## src/rtl/clash_pkg.sv

```systemverilog
// Shared types and constants for the enemy deploy scheduler slice.
// Holds the FSM state encoding, lane constants and the lane-choice helper.
package clash_pkg;

  typedef enum logic [2:0] {
    S_IDLE     = 3'd0,
    S_SELECT   = 3'd1,
    S_REQUEST  = 3'd2,
    S_WAIT_ACK = 3'd3,
    S_COOLDOWN = 3'd4
  } sched_state_t;

  localparam logic       LANE_TOP   = 1'b0;
  localparam logic       LANE_BOT   = 1'b1;
  localparam logic [9:0] LANE_TOP_Y = 10'd80;
  localparam logic [9:0] LANE_BOT_Y = 10'd400;
  localparam logic [9:0] SPAWN_X    = 10'd250;
  localparam int         ELIXIR_W   = 4;

  // Push toward the healthier right tower's lane unless that lane's
  // tower is gone while the other still stands.
  function automatic logic lane_pick(
    input logic [5:0] hpr,
    input logic [5:0] hpl,
    input logic       towerrd,
    input logic       towerld
  );
    logic pref;
    logic pref_down;
    logic other_down;
    pref       = (hpr >= hpl) ? LANE_BOT : LANE_TOP;
    pref_down  = pref ? towerld : towerrd;
    other_down = pref ? towerrd : towerld;
    return (pref_down && !other_down) ? ~pref : pref;
  endfunction

endpackage

```

## src/rtl/rr_pick.sv

```systemverilog
// Combinational round-robin picker: first set bit of elig after last_grant.
// Ports: elig, last_grant in; grant index and valid out.
module rr_pick #(
  parameter int N  = 4,
  parameter int GW = 2
) (
  input  logic [N-1:0]  elig,
  input  logic [GW-1:0] last_grant,
  output logic [GW-1:0] grant,
  output logic          valid
);

  always_comb begin
    logic [GW:0] s;
    grant = '0;
    valid = 1'b0;
    s     = '0;
    // Walk offsets from farthest to nearest so the nearest hit wins.
    for (int k = N; k >= 1; k--) begin
      s = {1'b0, last_grant} + (GW+1)'(k);
      if (s >= (GW+1)'(N))
        s = s - (GW+1)'(N);
      if (elig[s[GW-1:0]]) begin
        grant = s[GW-1:0];
        valid = 1'b1;
      end
    end
  end

endmodule

```

## src/rtl/enemy_deploy_scheduler.sv

```systemverilog
// Enemy deploy scheduler: elixir budget, round-robin slot grant, lane choice.
// In: vga_clk, reset, vsync, game_active, slot_alive, slot_cost, hpr/hpl,
//     towerrd/towerld. Out: slot_on, lane, elixir, busy, timeout_err.
module enemy_deploy_scheduler
  import clash_pkg::*;
#(
  parameter int NUM_SLOTS       = 4,
  parameter int ELIXIR_MAX      = 10,
  parameter int ELIXIR_INIT     = 5,
  parameter int ELIXIR_FRAMES   = 60,
  parameter int COOLDOWN_FRAMES = 120,
  parameter int ACK_TIMEOUT     = 4
) (
  input  logic                   vga_clk,
  input  logic                   reset,
  input  logic                   vsync,
  input  logic                   game_active,
  input  logic [NUM_SLOTS-1:0]   slot_alive,
  input  logic [4*NUM_SLOTS-1:0] slot_cost,
  input  logic [5:0]             hpr,
  input  logic [5:0]             hpl,
  input  logic                   towerrd,
  input  logic                   towerld,
  output logic [NUM_SLOTS-1:0]   slot_on,
  output logic                   lane,
  output logic [ELIXIR_W-1:0]    elixir,
  output logic                   busy,
  output logic                   timeout_err
);

  localparam int EW = ELIXIR_W;
  localparam int GW = (NUM_SLOTS > 1) ? $clog2(NUM_SLOTS) : 1;
  localparam int FW = $clog2(ELIXIR_FRAMES + 1);
  localparam int CW = $clog2(COOLDOWN_FRAMES + 1);
  localparam int TW = $clog2(ACK_TIMEOUT + 1);

  localparam logic [2:0] ST_IDLE     = S_IDLE;
  localparam logic [2:0] ST_SELECT   = S_SELECT;
  localparam logic [2:0] ST_REQUEST  = S_REQUEST;
  localparam logic [2:0] ST_WAIT_ACK = S_WAIT_ACK;
  localparam logic [2:0] ST_COOLDOWN = S_COOLDOWN;

  logic [2:0]           state;
  logic                 vsync_q;
  logic                 ftick;
  logic [GW-1:0]        grant;
  logic [GW-1:0]        last_grant;
  logic [GW-1:0]        pick_g;
  logic                 pick_v;
  logic [NUM_SLOTS-1:0] elig;
  logic [3:0]           cost_g;
  logic [3:0]           cost_p;
  logic [FW-1:0]        fcnt;
  logic [CW-1:0]        cd_cnt;
  logic [TW-1:0]        to_cnt;
  logic                 inc;
  logic                 ded;
  logic                 ack;
  logic                 tmo;
  logic [EW:0]          e_sum;
  logic [EW-1:0]        elixir_nx;

  assign ftick = vsync & ~vsync_q;

  always_comb begin
    elig   = '0;
    cost_g = '0;
    cost_p = '0;
    for (int i = 0; i < NUM_SLOTS; i++) begin
      elig[i] = !slot_alive[i] &&
                ({1'b0, slot_cost[4*i +: 4]} <= 5'(elixir));
      if (GW'(i) == grant)
        cost_g = slot_cost[4*i +: 4];
      if (GW'(i) == pick_g)
        cost_p = slot_cost[4*i +: 4];
    end
  end

  rr_pick #(
    .N  (NUM_SLOTS),
    .GW (GW)
  ) u_rr_pick (
    .elig       (elig),
    .last_grant (last_grant),
    .grant      (pick_g),
    .valid      (pick_v)
  );

  assign ack = slot_alive[grant];
  assign inc = game_active && ftick &&
               (fcnt == FW'(ELIXIR_FRAMES - 1));
  assign ded = game_active && (state == ST_SELECT) && pick_v;
  assign tmo = game_active && (state == ST_WAIT_ACK) && !ack &&
               ftick && (to_cnt == TW'(ACK_TIMEOUT - 1));

  // Deduction only happens when cost <= elixir, so the 5-bit sum
  // never goes negative; only the upper clamp is needed.
  always_comb begin
    e_sum = {1'b0, elixir} + {{EW{1'b0}}, inc};
    if (ded)
      e_sum = e_sum - {1'b0, cost_p};
    if (tmo)
      e_sum = e_sum + {1'b0, cost_g};
    elixir_nx = (e_sum > (EW+1)'(ELIXIR_MAX)) ?
                EW'(ELIXIR_MAX) : e_sum[EW-1:0];
  end

  always_ff @(posedge vga_clk) begin
    if (reset) begin
      state       <= ST_IDLE;
      vsync_q     <= 1'b0;
      grant       <= '0;
      last_grant  <= GW'(NUM_SLOTS - 1);
      lane        <= LANE_TOP;
      elixir      <= EW'(ELIXIR_INIT);
      timeout_err <= 1'b0;
      fcnt        <= '0;
      cd_cnt      <= '0;
      to_cnt      <= '0;
    end else begin
      vsync_q <= vsync;
      elixir  <= elixir_nx;
      if (!game_active) begin
        state  <= ST_IDLE;
        fcnt   <= '0;
        cd_cnt <= '0;
        to_cnt <= '0;
      end else begin
        if (ftick)
          fcnt <= inc ? '0 : fcnt + 1'b1;
        unique case (state)
          ST_IDLE: begin
            if (ftick)
              state <= ST_SELECT;
          end
          ST_SELECT: begin
            if (pick_v) begin
              grant      <= pick_g;
              last_grant <= pick_g;
              lane       <= lane_pick(hpr, hpl, towerrd, towerld);
              state      <= ST_REQUEST;
            end else begin
              state <= ST_IDLE;
            end
          end
          ST_REQUEST: begin
            to_cnt <= '0;
            state  <= ST_WAIT_ACK;
          end
          ST_WAIT_ACK: begin
            if (ack) begin
              to_cnt <= '0;
              state  <= ST_COOLDOWN;
            end else if (tmo) begin
              to_cnt      <= '0;
              timeout_err <= 1'b1;
              state       <= ST_COOLDOWN;
            end else if (ftick) begin
              to_cnt <= to_cnt + 1'b1;
            end
          end
          ST_COOLDOWN: begin
            if (ftick) begin
              if (cd_cnt == CW'(COOLDOWN_FRAMES - 1)) begin
                cd_cnt <= '0;
                state  <= ST_IDLE;
              end else begin
                cd_cnt <= cd_cnt + 1'b1;
              end
            end
          end
          default: state <= ST_IDLE;
        endcase
      end
    end
  end

  assign busy = (state == ST_REQUEST) || (state == ST_WAIT_ACK);

  // Request is a level derived from state, so it is one-hot or zero
  // by construction and drops the cycle the FSM leaves REQUEST/WAIT_ACK.
  always_comb begin
    slot_on = '0;
    if (busy)
      slot_on[grant] = 1'b1;
  end

endmodule

```

## config.mk

```make
export PLATFORM = sky130hd
export DESIGN_NAME = enemy_deploy_scheduler
export DESIGN_NICKNAME = d
export VERILOG_FILES = /design/src/rtl/clash_pkg.sv /design/src/rtl/rr_pick.sv /design/src/rtl/enemy_deploy_scheduler.sv
export SDC_FILE = /design/constraint.sdc
export NUM_CORES = 1
export LEC_CHECK = 0
export CORE_ASPECT_RATIO = 1.25
export CORE_MARGIN = 1.5
export CORE_UTILIZATION = 25
export DETAILED_ROUTE_END_ITERATION = 10
export PLACE_DENSITY = 0.52
export SYNTH_ARGS = -nofsm -noshare
export SYNTH_HDL_FRONTEND = slang
export SYNTH_HIERARCHICAL = 1
export SYNTH_SLANG_ARGS = --single-unit
```

## constraint.sdc

```tcl
create_clock -name vga_clk -period 4.8 [get_ports vga_clk]
set_input_delay 0.48 -clock vga_clk [delete_from_list [all_inputs] [get_ports vga_clk]]
set_output_delay 0.48 -clock vga_clk [all_outputs]
set_load 0.05 [all_outputs]
```

# Yosys cells after proc, flatten, opt, wreduce, memory -nomap -nowiden
# Index checks and enable logic that the tools add are counted.
[classes]
n_addsub = 14
n_mux = 53
div = 0
reduce_logical = 31
bitwise = 5
n_lt_le_gt_ge = 16
multipliers = 0
shift = 0
n_eq_ne = 18
[op_table]
columns = ["op", "n"]
rows = [
  ["4-bit two-way mux", 10],
  ["3-bit two-way mux", 8],
  ["2-bit two-way mux", 9],
  ["4-bit <= comparator", 4],
  ["2-bit by 3-bit less-than comparator with 1-bit output, second input constant", 5],
  ["3-bit one-hot mux with 5 select lines", 1],
  ["1-bit logical AND", 14],
  ["1-bit two-way mux", 14],
  ["3-bit >= comparator, second input constant", 4],
  ["1-bit binary-select mux with 2-bit select", 5],
  ["5-bit two-way mux", 2],
  ["3-bit by 2-bit == test with 1-bit output, second input constant", 3],
  ["2-bit == test, first input constant", 4],
  ["4-bit AND reduction", 2],
  ["2-bit by 1-bit subtractor with 2-bit output, second input constant", 4],
  ["7-bit by 1-bit adder with 7-bit output, second input constant", 1],
  ["7-bit == test, second input constant", 1],
  ["7-bit two-way mux", 1],
  ["2-bit by 2-bit adder with 3-bit output, second input constant", 2],
  ["6-bit by 1-bit adder with 6-bit output, second input constant", 1],
  ["6-bit == test, second input constant", 1],
  ["6-bit >= comparator", 1],
  ["1-bit zero test", 6],
  ["6-bit two-way mux", 1],
  ["25 further kinds", 33],
]
[totals]
rom_bits = 0
latch_bits = 0
inputBits = 38
ramBits = 0
memories = 0
reg_bits = 30

# Depth between registers and ports, before layout
[depth]
ltp_word = 20
depth_mapped = 25

# Modules after synthesis
# Netlist, hierarchy kept.
[modules_own_cells]
columns = ["mod", "n_inst", "area_each_um2", "cells_per_inst"]
rows = [
  ["enemy_deploy_scheduler", 1, 2503.7, 288],
  ["rr_pick", 1, 91.3, 14],
]

# Worst setup path before layout
# OpenSTA, ideal clock, no wires.
[synth_timing]
kind = "register to register"
start = "register elixir[1]"
end = "register elixir[1]"
stages_incl_launch_ff = 25
synth_period_minus_slack_ns = 5.199
slack_ns = -0.399
setup_ns = 0.131
arrival_time_ns = 5.068
n_path_buf = 1
path_cell_list = "dfxtp_1 inv_1 ha_1 nor2b_1 o21ai_0 nand2b_1 a21oi_1 a41oi_1 nor2_1 and2b_1 a21oi_2 o221ai_2 buf_6 mux4_2 ha_1 fa_1 o21ai_0 ha_1 a21o_1 a21oi_1 xnor2_1 a211o_1 o21ai_0 a21o_1 o31ai_1"
[synth_via]
elab_chain_cells = 19
[synth_rtl]
columns = ["element", "line_no", "rtl"]
rows = [
  ["start, declared", "enemy_deploy_scheduler.sv:26", "output logic [ELIXIR_W-1:0] elixir,"],
  ["start signal, assigned", "enemy_deploy_scheduler.sv:115", "elixir <= EW'(ELIXIR_INIT);"],
  ["start signal, assigned", "enemy_deploy_scheduler.sv:122", "elixir <= elixir_nx;"],
  ["4-bit <= comparator *", "enemy_deploy_scheduler.sv:71", "({1'b0, slot_cost[4*i +: 4]} <= 5'(elixir));"],
  ["1-bit logical AND *", "enemy_deploy_scheduler.sv:70", "elig[i] = !slot_alive[i] &&"],
  ["via elig[3]", "enemy_deploy_scheduler.sv:50", "logic [NUM_SLOTS-1:0] elig;"],
  ["1-bit binary-select mux with 2-bit select", "rr_pick.sv:23", "if (elig[s[GW-1:0]]) begin"],
  ["1-bit two-way mux (not written as such)", "rr_pick.sv:23", ""],
  ["2-bit two-way mux (3 in series)", "rr_pick.sv:23", ""],
  ["2-bit two-way mux *", "rr_pick.sv:23", ""],
  ["via pick_g[0]", "enemy_deploy_scheduler.sv:48", "logic [GW-1:0] pick_g;"],
  ["2-bit zero test", "enemy_deploy_scheduler.sv:74", "if (GW'(i) == pick_g)"],
  ["4-bit two-way mux (3 in series)", "enemy_deploy_scheduler.sv:74", ""],
  ["4-bit two-way mux *", "enemy_deploy_scheduler.sv:74", ""],
  ["5-bit by 4-bit subtractor with 5-bit output *", "enemy_deploy_scheduler.sv:101", "e_sum = e_sum - {1'b0, cost_p};"],
  ["5-bit two-way mux *", "enemy_deploy_scheduler.sv:100", "if (ded)"],
  ["5-bit by 4-bit adder with 5-bit output", "enemy_deploy_scheduler.sv:103", "e_sum = e_sum + {1'b0, cost_g};"],
  ["5-bit two-way mux *", "enemy_deploy_scheduler.sv:102", "if (tmo)"],
  ["5-bit by 4-bit greater-than comparator with 1-bit output", "enemy_deploy_scheduler.sv:104", "elixir_nx = (e_sum > (EW+1)'(ELIXIR_MAX)) ?"],
  ["4-bit two-way mux *", "enemy_deploy_scheduler.sv:104", ""],
]
# The timed path passes the listed nets; every way through them passes the cells marked *. The select of a mux whose other input is x is not followed.
# A chain may end at the register's enable or synchronous reset.

# Worst setup path after layout
[layout_timing]
start = "input port slot_cost[1]"
end = "register elixir[2]"
[layout_via]
elab_chain_cells = 19
[layout_rtl]
columns = ["element", "line_no", "rtl"]
rows = [
  ["start, declared", "enemy_deploy_scheduler.sv:19", "input logic [4*NUM_SLOTS-1:0] slot_cost,"],
  ["4-bit <= comparator *", "enemy_deploy_scheduler.sv:71", ""],
  ["1-bit logical AND *", "enemy_deploy_scheduler.sv:70", ""],
  ["via elig[0]", "enemy_deploy_scheduler.sv:50", ""],
  ["1-bit binary-select mux with 2-bit select", "rr_pick.sv:23", ""],
  ["1-bit two-way mux (not written as such)", "rr_pick.sv:23", ""],
  ["2-bit two-way mux (3 in series)", "rr_pick.sv:23", ""],
  ["2-bit two-way mux *", "rr_pick.sv:23", ""],
  ["via pick_g[1]", "enemy_deploy_scheduler.sv:48", ""],
  ["2-bit zero test", "enemy_deploy_scheduler.sv:74", ""],
  ["4-bit two-way mux (3 in series)", "enemy_deploy_scheduler.sv:74", ""],
  ["4-bit two-way mux *", "enemy_deploy_scheduler.sv:74", ""],
  ["5-bit by 4-bit subtractor with 5-bit output *", "enemy_deploy_scheduler.sv:101", ""],
  ["5-bit two-way mux *", "enemy_deploy_scheduler.sv:100", ""],
  ["5-bit by 4-bit adder with 5-bit output", "enemy_deploy_scheduler.sv:103", ""],
  ["5-bit two-way mux *", "enemy_deploy_scheduler.sv:102", ""],
  ["5-bit by 4-bit greater-than comparator with 1-bit output", "enemy_deploy_scheduler.sv:104", ""],
  ["4-bit two-way mux *", "enemy_deploy_scheduler.sv:104", ""],
]
# Marked as above.

==> results.yml <==
cells_and_area:
  seq_area_um2: 605.6
  diodes: 0
  nets: 485
  instances_no_fill: 539
  final_util_pct: 40.55
  n_fill_cell: 1013
  multi_input_area_um2: 2136
  drive_gt1_share_pct: 31.46
  layout-area-overhead-vs-synth_pct: 57.91
setup_path:
  end_kind: "flip-flop"
  cp.required_ps: 4960
  path_max_fanout: 3
  start_kind: "input port"
  arrival_ps: 5010
  worstSetupPathType: "input port to flip-flop"
clocking:
  clk_pin_slew_ps: 50
  cts_buffers: 5
  root_buffer: "clkbuf_16"
  worstSkewPairLatency_ps: 270
  clockBufferDepth: 2
  cts_tree: "yes"
  htreeDepth: 2
  ctsHoldBuffers: 0
  cts.sinks: 30
synth:
  syn_nets: 377
  ys_ff_latch: 30
  synth_edf_count: 0
  synthTopCellsByArea: "dfxtp_1, ha_1, mux4_2, nor2_1, a21oi_1"
  synth_cells: 302
  ys.flop_type: "dfxtp_1"
  async_flop_share_pct: 0
  syn_avg_cell_area_um2: 8.593
  ys_warn_count: 6
  yosys.area.top_type_share_pct: 23.14
  yosysUniqueCellTypes: 50
  seq_area_frac_synth_pct: 23.14
  netlist_area_um2: 2595
  yosys.area.top_type: "dfxtp_1"
power_and_ir_drop:
  p_seq_share_pct: 23.0
  switchingPower_uw: 356.8
  peakVddDrop_v: 0.0001296
  p_leak_nw: 1.752
  p_int_uw: 806.0
  comb_power_share_pct: 45.9
  power.share.clock_pct: 31.1
  switching_share_pct: 30.69
  pwr_density_cell_nw_per_um2: 283.8
sta:
  report.final.slew_viol_count: 0
  setup_ws_ps: -53.37
  max_slew_margin_pct: 54.69
  period_minus_slack_ps: 4853
  setup_tns_ps: -53.37
  setup_viol: 1
  max_freq_ghz: 0.2060
  clock_skew_ps: 5.181
  rsz0062_at_grt: "yes"
  worst_pin_slew_ps: 677.9
  fin_crit_sh_pct: 101.1
  hold_viol: 0
placement:
  portBuffers: 48
  dpl.hpwl_um: 5703
  dpl.cell_count: 516
  routabilityCongestion: 0.7585
floorplan:
  start_util_pct: 25.68
  fp.dieH_um: 116.9
  num_rows: 41
  die-area_um2: 11000
  die_w_um: 94.13
  core_um2: 10110
  io_pins: 49
run_status:
  status: "finished, violations left"
  failed_checks: "setup timing"
detailed_routing:
  finalWirelength_um: 7417
  drc: 0
  drt-initial-drc-count: 81
  ant_nets: 0
  vias: 2539
  avgRoutedWirePerCell_um: 13.76
  first_pass_iters: 4
  via_per_inst: 4.711
grt:
  grt_pass1_vias: 2668
  grt_max_degree: 13
  grt_usage_pct: 13.94
  grt_pass1_wl_um: 12010
  antenna_found_initial: 0
  gr-total-overflow: 0
hold_path:
  hold_path_class: "flip-flop to flip-flop"
run:
  maxCapViolCount: 0
worst max-delay path: stages:
cell and delay (ps):
clkdlybuf4s50_1 480, ha_1 340, nor2b_1 130, o21ai_0 140, nand2b_1 70, a21oi_1 140
a41oi_1 60, nor2_1 250, a21oi_2 110, a31oi_4 170, a21oi_2 90, buf_4 140
buf_4 130, mux4_2 310, inv_2 90, ha_4 210, a221oi_2 310, xor2_1 230
a21oi_2 110, ha_4 270, a21oi_2 150, nor2_1 70, xnor2_1 140, buf_4 150
a41o_1 240
sequential cells by signal, summed over array words and instances, names as in the netlist:
name / flops
cd_cnt: 7
fcnt: 6
elixir: 4
state: 3
to_cnt: 3
grant: 2
last_grant: 2
lane: 1
timeout_err: 1
vsync_q: 1
cells by family after synthesis:
family | synth area share (%)
adder cells (fa/ha/maj) | 18.42
flip-flops | 23.14
AO/OA/AOI/OAI | 16.59
multiplexers | 8.968
AND/OR/NAND/NOR | 20.64
buffers and inverters | 4.966
XOR/XNOR | 7.281
Yosys cell counts, drive strengths merged, types with 2 or more instances:
cell type  instances
nor2              35
clkbuf             5
nor2b             12
and3               2
fa                 2
inv               24
o21ai             12
o21a               2
ha                35
a21o               8
mux2i              3
nor3               4
dfxtp             30
nand4              4
o221ai             2
mux4               9
xnor2              9
xor2              10
nand3              7
buf                2
nand2             26
a21oi             23
and3b              2
a41oi              4
a31oi              2
nand2b            10
worst paths after layout:
path                                    from         to  slack (ps)  depth (start not counted)
worst max-delay path            slot_cost[1]  elixir[2]         -50                         25
worst min-delay path               to_cnt[2]  to_cnt[2]         480                          2
worst max register to register     elixir[1]  elixir[2]         -30                         26
worst min register to register     to_cnt[2]  to_cnt[2]         480                          2
through the flow:
stage               hold slack (ps)  total power, mW  setup WS (ps)  cell area (um2)
global route                  519.7            1.228         -265.1             4098
CTS                           475.4            1.117         -47.19             3948
floorplan                     449.9           0.4944          7.397             2600
global placement              453.7           0.6689         -614.2             3533
finish                        476.2            1.163         -53.37             4098
detailed placement            466.4           0.6752         -670.5             3533
cell type report:
| type | count | share of cell area (%) |
|---|---|---|
| multi-input cells | 241 | 52.12 |
| repair buffers | 108 | 22.75 |
| flip-flops and latches | 30 | 14.78 |
| well taps | 129 | 3.939 |
| clock buffers | 6 | 3.389 |
| inverters | 24 | 2.290 |
| clock inverters | 1 | 0.7328 |
cell usage in the layout (no fill, tap or decap), drive strengths merged, types with 2 or more instances in the layout:
master and instances:
o21a 2, a31oi 2, inv 23, o21ai 12, dlygate4sd2 7, nand2b 10, xnor2 9, buf 60
o221ai 2, ha 35, nor2b 12, clkbuf 6, clkdlybuf4s50 40, fa 2, a21oi 23, a21o 8
dfxtp 30, a41oi 4, nand2 26, nand3 7, xor2 10, and3b 2, mux2i 3, nand4 4
nor2 35, mux4 9, nor3 4, and3 2
metal layers:
layer	vias to the layer above	global-route usage [%]	routed length, um	part of all wire [%]
met4	0	3.980	116	1.6
met1	1192	15.35	3147	42
li1	1290	-	-	-
met5	-	0	0	0
met2	48	27.54	3941	53
met3	9	1.873	210	2.8
timing repair:
action	CTS	global route
resized for setup	37	23
buffers inserted	13	4
pin swaps	24	28
endpoints found under the setup margin	4	4
power groups by stage:
stage / clock network, mW / logic (mW) / registers [mW]
2_1_floorplan: 0 / 0.208 / 0.287
3_3_place_gp: 0 / 0.397 / 0.272
3_5_place_dp: 0 / 0.404 / 0.272
4_1_cts: 0.368 / 0.481 / 0.268
5_1_grt: 0.380 / 0.579 / 0.269
6_report: 0.361 / 0.533 / 0.268
No activity file was read; power rests on OpenSTA's default activity.
